### src/rtl/mult_div_unit.sv
// mult_div_unit: iterative WIDTH-bit signed/unsigned multiply/divide writing HI/LO
//   clk, reset         : rising-edge clock, synchronous active-high reset
//   start, op          : one-cycle request; op 00=mult 01=multu 10=div 11=divu
//   operand_a/b        : multiplicand/dividend and multiplier/divisor
//   busy, done         : operation in flight; one-cycle pulse when hi/lo are valid
//   hi, lo             : product halves, or remainder/quotient
//   div_by_zero        : sticky until the next accepted start
module mult_div_unit #(
    parameter int WIDTH = 8
) (
    input  logic             clk,
    input  logic             reset,
    input  logic             start,
    input  logic [1:0]       op,
    input  logic [WIDTH-1:0] operand_a,
    input  logic [WIDTH-1:0] operand_b,
    output logic             busy,
    output logic             done,
    output logic [WIDTH-1:0] hi,
    output logic [WIDTH-1:0] lo,
    output logic             div_by_zero
);
    localparam int CW = $clog2(WIDTH + 1);

    typedef enum logic [1:0] {IDLE, RUN, FIX} state_t;

    state_t             state_q;
    logic               div_q, sa_q, sb_q, busy_q, done_q, dbz_q;
    logic [WIDTH-1:0]   a_raw_q, rem_q, hi_q, lo_q;
    logic [WIDTH:0]     mag_a_q, mag_b_q;
    logic [2*WIDTH-1:0] acc_q;
    logic [CW-1:0]      cnt_q;

    logic               sa_d, sb_d, div_ge;
    logic [WIDTH:0]     mag_a_d, mag_b_d, mul_sum, div_sh;
    logic [WIDTH-1:0]   rem_d, quo_fix, rem_fix;
    logic [2*WIDTH-1:0] acc_init_d, acc_d, prod_fix;

    always_comb begin
        sa_d       = ~op[0] & operand_a[WIDTH-1];
        sb_d       = ~op[0] & operand_b[WIDTH-1];
        // Magnitudes are one bit wider so the most-negative value converts exactly
        mag_a_d    = sa_d ? -{1'b1, operand_a} : {1'b0, operand_a};
        mag_b_d    = sb_d ? -{1'b1, operand_b} : {1'b0, operand_b};
        // Low half holds the multiplier (mult) or the dividend that becomes the quotient (div)
        acc_init_d = {{WIDTH{1'b0}}, op[1] ? mag_a_d[WIDTH-1:0] : mag_b_d[WIDTH-1:0]};
        mul_sum    = {1'b0, acc_q[2*WIDTH-1:WIDTH]} + mag_a_q;
        div_sh     = {rem_q, acc_q[WIDTH-1]};
        div_ge     = div_sh >= mag_b_q;
        rem_d      = div_ge ? WIDTH'(div_sh - mag_b_q) : div_sh[WIDTH-1:0];
        acc_d      = div_q ? {acc_q[2*WIDTH-1:WIDTH], acc_q[WIDTH-2:0], div_ge}
                           : (acc_q[0] ? {mul_sum, acc_q[WIDTH-1:1]} : {1'b0, acc_q[2*WIDTH-1:1]});
        prod_fix   = (sa_q ^ sb_q) ? -acc_q : acc_q;
        quo_fix    = (sa_q ^ sb_q) ? -acc_q[WIDTH-1:0] : acc_q[WIDTH-1:0];
        rem_fix    = sa_q ? -rem_q : rem_q;
    end

    always_ff @(posedge clk) begin
        if (reset) begin
            state_q <= IDLE;
            busy_q  <= 1'b0;
            done_q  <= 1'b0;
            dbz_q   <= 1'b0;
            hi_q    <= '0;
            lo_q    <= '0;
            cnt_q   <= '0;
        end else begin
            done_q <= 1'b0;
            case (state_q)
                IDLE: begin
                    if (start) begin
                        div_q   <= op[1];
                        a_raw_q <= operand_a;
                        sa_q    <= sa_d;
                        sb_q    <= sb_d;
                        mag_a_q <= mag_a_d;
                        mag_b_q <= mag_b_d;
                        acc_q   <= acc_init_d;
                        rem_q   <= '0;
                        cnt_q   <= '0;
                        dbz_q   <= 1'b0;
                        busy_q  <= 1'b1;
                        state_q <= RUN;
                    end
                end
                RUN: begin
                    acc_q <= acc_d;
                    if (div_q) rem_q <= rem_d;
                    cnt_q <= cnt_q + 1'b1;
                    if (cnt_q == CW'(WIDTH - 1)) state_q <= FIX;
                end
                FIX: begin
                    // Divide by zero still runs the full iteration count; result is overridden here
                    if (div_q && mag_b_q == '0) begin
                        hi_q  <= a_raw_q;
                        lo_q  <= '1;
                        dbz_q <= 1'b1;
                    end else if (div_q) begin
                        hi_q <= rem_fix;
                        lo_q <= quo_fix;
                    end else begin
                        {hi_q, lo_q} <= prod_fix;
                    end
                    done_q  <= 1'b1;
                    busy_q  <= 1'b0;
                    state_q <= IDLE;
                end
                default: state_q <= IDLE;
            endcase
        end
    end

    assign busy        = busy_q;
    assign done        = done_q;
    assign hi          = hi_q;
    assign lo          = lo_q;
    assign div_by_zero = dbz_q;
endmodule

### config.mk
export PLATFORM = sky130hd
export DESIGN_NAME = mult_div_unit
export DESIGN_NICKNAME = d
export VERILOG_FILES = /design/src/rtl/mult_div_unit.sv
export SDC_FILE = /design/constraint.sdc
export NUM_CORES = 1
export LEC_CHECK = 0
export CORE_ASPECT_RATIO = 1.4
export CORE_UTILIZATION = 63
export CTS_CLUSTER_DIAMETER = 80
export DETAILED_ROUTE_END_ITERATION = 10
export MAX_ROUTING_LAYER = met4
export PLACE_DENSITY = 0.89
export SYNTH_ARGS = -nofsm -noshare
export SYNTH_HDL_FRONTEND = slang
export SYNTH_SLANG_ARGS = --single-unit
export TNS_END_PERCENT = 100
### constraint.sdc
create_clock -name clk -period 11.15 [get_ports clk]
set_clock_uncertainty 0.05 [all_clocks]
set_input_delay 2.7875 -clock clk [delete_from_list [all_inputs] [get_ports clk]]
set_output_delay 2.7875 -clock clk [all_outputs]
set_load 0.02 [all_outputs]
**Word-level counts from Yosys, hierarchy flattened**

Cells that the tools add are included.

- Register bits: 78
- Word-level logic and storage cells: 82

- $add $sub $neg: 8
- $lt $le $gt $ge: 1
- Eq/ne operators: 8
- Muxes and demuxes: 29
- Bitwise gates (word level): 5
- Reductions and logical operators: 13

Operators by type and width:

| cell | count |
|---|---|
| $mux W8 | 12 |
| $mux W16 | 4 |
| $pmux W16 S2 | 1 |
| $neg A9 Y9 | 2 |
| $neg A16 Y16 | 1 |
| $neg A8 Y8 | 2 |
| $pmux W8 S2 | 1 |
| $ne A2 B2 Y1 const B | 5 |
| $add A8 B9 Y9 | 1 |
| $ge A9 B9 Y1 | 1 |
| $logic_not A9 Y1 | 1 |
| $reduce_and A3 Y1 | 3 |
| $pmux W4 S2 | 1 |
| $reduce_and A4 Y1 | 2 |
| $sub A8 B8 Y8 | 1 |
| $reduce_and A2 Y1 | 3 |
| $add A4 B1 Y4 const B | 1 |
| $eq A4 B3 Y1 const B | 1 |
| $mux W1 | 4 |
| $mux W2 | 2 |
| $mux W4 | 1 |
| $pmux W1 S2 | 2 |
| $pmux W2 S2 | 1 |
| $reduce_bool A2 Y1 | 2 |
| other kinds (7) | 9 |

**Logic depth before layout (Yosys ltp)**

- Depth in word-level cells: 6
- Depth in mapped cells: 9

**Least setup slack after synthesis**

No wires, ideal clock.

- Path kind: input-to-reg
- Start: input port reset
- End: register a_raw_q[0], enable pin
- Library setup time: 0.448 ns
- Data arrival time: 4.968 ns
- Required time: 10.652 ns
- Slack: 5.684 ns
- Stages: 2
- Cell sequence: clkbuf_1 > nor3_1

- Word-level cells in the longest chain between the ends: 2

Ends and longest elaborated chain:

| what | RTL line | RTL |
|---|---|---|
| start, declared | 12 | `input logic reset,` |
| $not A1 Y1 (no line) | - |  |
| $reduce_and A3 Y1 (no line) | - |  |
| end signal, assigned | 73 | `a_raw_q <= operand_a;` |
| end, declared | 29 | `logic [WIDTH-1:0] a_raw_q, rem_q, hi_q, lo_q;` |

Every way passes these cells.
A chain may end at the register's enable or synchronous reset.

**Final worst setup path**

- Start: input port reset
- End: register acc_q[14], enable pin

- Word-level cells in the longest chain between the ends: 2

Ends and longest elaborated chain:

| what | RTL line | RTL |
|---|---|---|
| $not A1 Y1 (no line) | - |  |
| $reduce_and A4 Y1 (no line) | - |  |
| end signal, assigned | 78 | `acc_q <= acc_init_d;` |
| end, declared | 31 | `logic [2*WIDTH-1:0] acc_q;` |

Every way passes these cells.

==> impl_metrics.py <==
metrics = {
    "routing": {
        "drc": 0,
        "viasPerCell": 6.44,
        "vias": 4040,
        "drt_iter0_drc": 343,
        "drt_pass1_iterations": 6,
        "wire_per_inst_um": 19.6,
        "antenna_left": 0,
        "wl_um": 12300,
    },
    "power": {
        "p_comb_share_pct": 17.5,
        "finalPower_mw": 0.677,
        "p_leak_nw": 2.08,
        "p_int_mw": 0.491,
        "max-vdd-ir-drop_v": 0.000125,
        "clkPwrFrac_pct": 32.7,
        "p_switching_mw": 0.186,
        "p_sw_share_pct": 27.4,
        "power_density_mw_per_mm2": 125,
        "pwr-share-seq_pct": 49.8,
    },
    "die": {
        "fp.dieArea_mm2": 0.00787,
        "die_h_um": 105,
        "num_rows": 37,
        "start_util_pct": 64.7,
        "core_area_mm2": 0.00731,
        "ioPinCount": 40,
        "dieWidth_um": 75.3,
    },
    "hold_path": {
        "whs_endpoint": "hi[5]",
        "hold_path_class": "reg2reg",
        "hold_depth": 2,
        "min_from": "hi[5]",
    },
    "yosys": {
        "yosysWarnings": 0,
        "yosys.area.top_type": "edfxtp_1",
        "synth_common_cells": "52 x edfxtp_1, 51 x nor2_1, 35 x inv_1, 27 x a21oi_1",
        "synth_edf_count": 52,
        "syn_area_per_cell_um2": 9.63,
        "synth_cell_types": 60,
        "synth_top_area_share_pct": 33.0,
        "ys_seq_area_share_pct": 43.5,
        "synthArstFlopShare_pct": 0,
        "syn-cell-area_mm2": 0.00474,
        "synthFlopType": "edfxtp_1",
        "synth_most_common_cell": "edfxtp_1",
        "synth.ff_latch_count": 77,
        "synth.area.top_cells": "edfxtp_1 33%, dfxtp_1 11%, ha_1 5.8%",
        "syn_inst": 492,
    },
    "sta": {
        "setup_viol": 0,
        "fin_setup_tns_ns": 0,
        "min_period_ns": 4.76,
        "slew_violations": 0,
        "hold_viol_final": 0,
        "timing.fmax_mhz": 210,
        "max_slew_margin_pct": 19.0,
        "worstMarginPinSlew_ns": 1.21,
        "fin_crit_sh_pct": 42.7,
        "rsz0062_at_grt": "false",
    },
    "placement": {
        "dpl_cell_area_mm2": 0.00519,
        "io_buffers": 39,
        "dp_hpwl_um": 9080,
        "place.gp.congestion": 0.929,
        "dp_cells": 611,
    },
    "setup_path": {
        "reg2reg_depth": 7,
        "worstReg2RegStart": "acc_q[0]",
        "required_ns": 11.10,
        "rr_endpoint": "hi[6]",
        "cp-start-kind": "primary input",
        "crit_type": "in2reg",
        "r2r_setup_slack_ns": 8.29,
        "crit_arrival_ns": 4.71,
        "critPathMaxFanout": 19,
        "end_kind": "register",
    },
    "global_routing": {
        "grt_pass1_vias": 4008,
        "grt_pass1_wl_um": 19600,
        "grt_max_degree": 30,
        "track_usage_pct": 35.1,
        "antenna_found_initial": 0,
        "grt_overflow": 0,
    },
    "clock_tree": {
        "clk_pin_slew_worst_paths_ns": 0.08,
        "cts-htree-levels": 3,
        "numClockSinks": 77,
        "clock_path_buffers": 2,
        "cts_tree": "done",
        "postCtsSetupRepairBufs": 0,
        "cts_root_buf": "clkbuf_8",
        "cts-buffers-inserted": 9,
        "cts_resized": 0,
        "clock_latency_ns": 0.37,
        "cts-hold-fix-buffers": 0,
    },
    "final_layout": {
        "multi_input_area_mm2": 0.00246,
        "syn2layout_area_growth_pct": 14.1,
        "fin_cells": 627,
        "seq_area_mm2": 0.00206,
        "fin_area_mm2": 0.00540,
        "num-fill-cells": 553,
        "drive_above_1_share_pct": 6.60,
        "num-nets-final": 570,
        "antenna_cells": 0,
    },
    "flow_run": {
        "maxCapViolCount": 0,
    },
    "status": {
        "status": "finished, final reports clean",
    },
}
## state kept, by name, summed over array words and instances, names as in the netlist
signal,flops
acc_q,16
mag_b_q,9
a_raw_q,8
hi,8
lo,8
mag_a_q,8
rem_q,8
cnt_q,4
state_q,2
busy,1
div_by_zero,1
div_q,1
done,1
sa_q,1
sb_q,1
## cell families (layout without fill, tap and decap cells)
group                      Yosys count  after routing  synth area share, %
muxes                               20             20                 4.39
other                                1              2               0.0792
and+or+nand+nor                    154            154                 16.2
AOI/OAI and AO/OA                  126            126                 18.2
DFF                                 77             77                 43.5
buffers and inverters               56             93                 4.60
xor gates and xnor gates            34             34                 6.29
adders and majority gates           24             24                 6.66
## cells in the final DEF, fill, tap and decap left out, drive strengths merged, types with 15 or more instances in the layout
cell type      instances
ha                    22
edfxtp                52
inv                   35
nand3                 15
nor2                  51
a21oi                 27
clkdlybuf4s50         39
nand2                 25
o21ai                 23
dfxtp                 25
nor3                  17
xor2                  19
xnor2                 15
## per-stage QoR
stage | hold WS (ns) | setup WS, ns | util [%]
after detailed placement | 0.394 | 5.99 | 71.0
after floorplan | 0.414 | 5.68 | -
after CTS | 0.409 | 6.39 | 73.9
after global routing | 0.440 | 6.23 | 73.9
after global placement | 0.387 | 6.03 | 71.0
final | 0.406 | 6.39 | 73.9
## area by class of cell
cell class	instances	share of cell area (%)
clock buffers	13	3.13
clock inverters	3	0.787
inverters	35	2.43
multi-input cells	360	45.6
flip-flops and latches	77	38.2
well taps	97	2.25
repair buffers	42	7.64
## how the worst max path moves through the flow
stage          slack (ns)  startpoint          to  depth (start not counted)
2_1_floorplan        5.68       reset  a_raw_q[0]                          2
4_1_cts              6.39       reset   acc_q[14]                          3
5_1_grt              6.23       reset   acc_q[13]                          3
6_report             6.39       reset   acc_q[14]                          3
3_5_place_dp         5.99       reset   acc_q[14]                          3
3_3_place_gp         6.03       reset   acc_q[13]                          3
## worst max-delay path: stages
cell and delay, ns:
clkdlybuf4s50_1 0.75, or3_1 0.56, a21oi_1 0.61
## metal layers
layer / share of wire (%) / wire length (um) / global-route usage [%]
met1: 37 / 4520 / 39.4
met2: 50 / 6210 / 56.3
met3: 6.9 / 848 / 7.81
met4: 6.0 / 735 / 20.0
met5: 0 / 0 / -
## power groups by stage
stage               clock network [mW]  registers [mW]  logic (mW)
CTS                              0.222           0.337       0.117
global placement                     0           0.342       0.109
floorplan                            0           0.335      0.0857
finish                           0.221           0.337       0.119
detailed placement                   0           0.343       0.115
global route                     0.232           0.338       0.130
(Power assumes the default switching activity.)
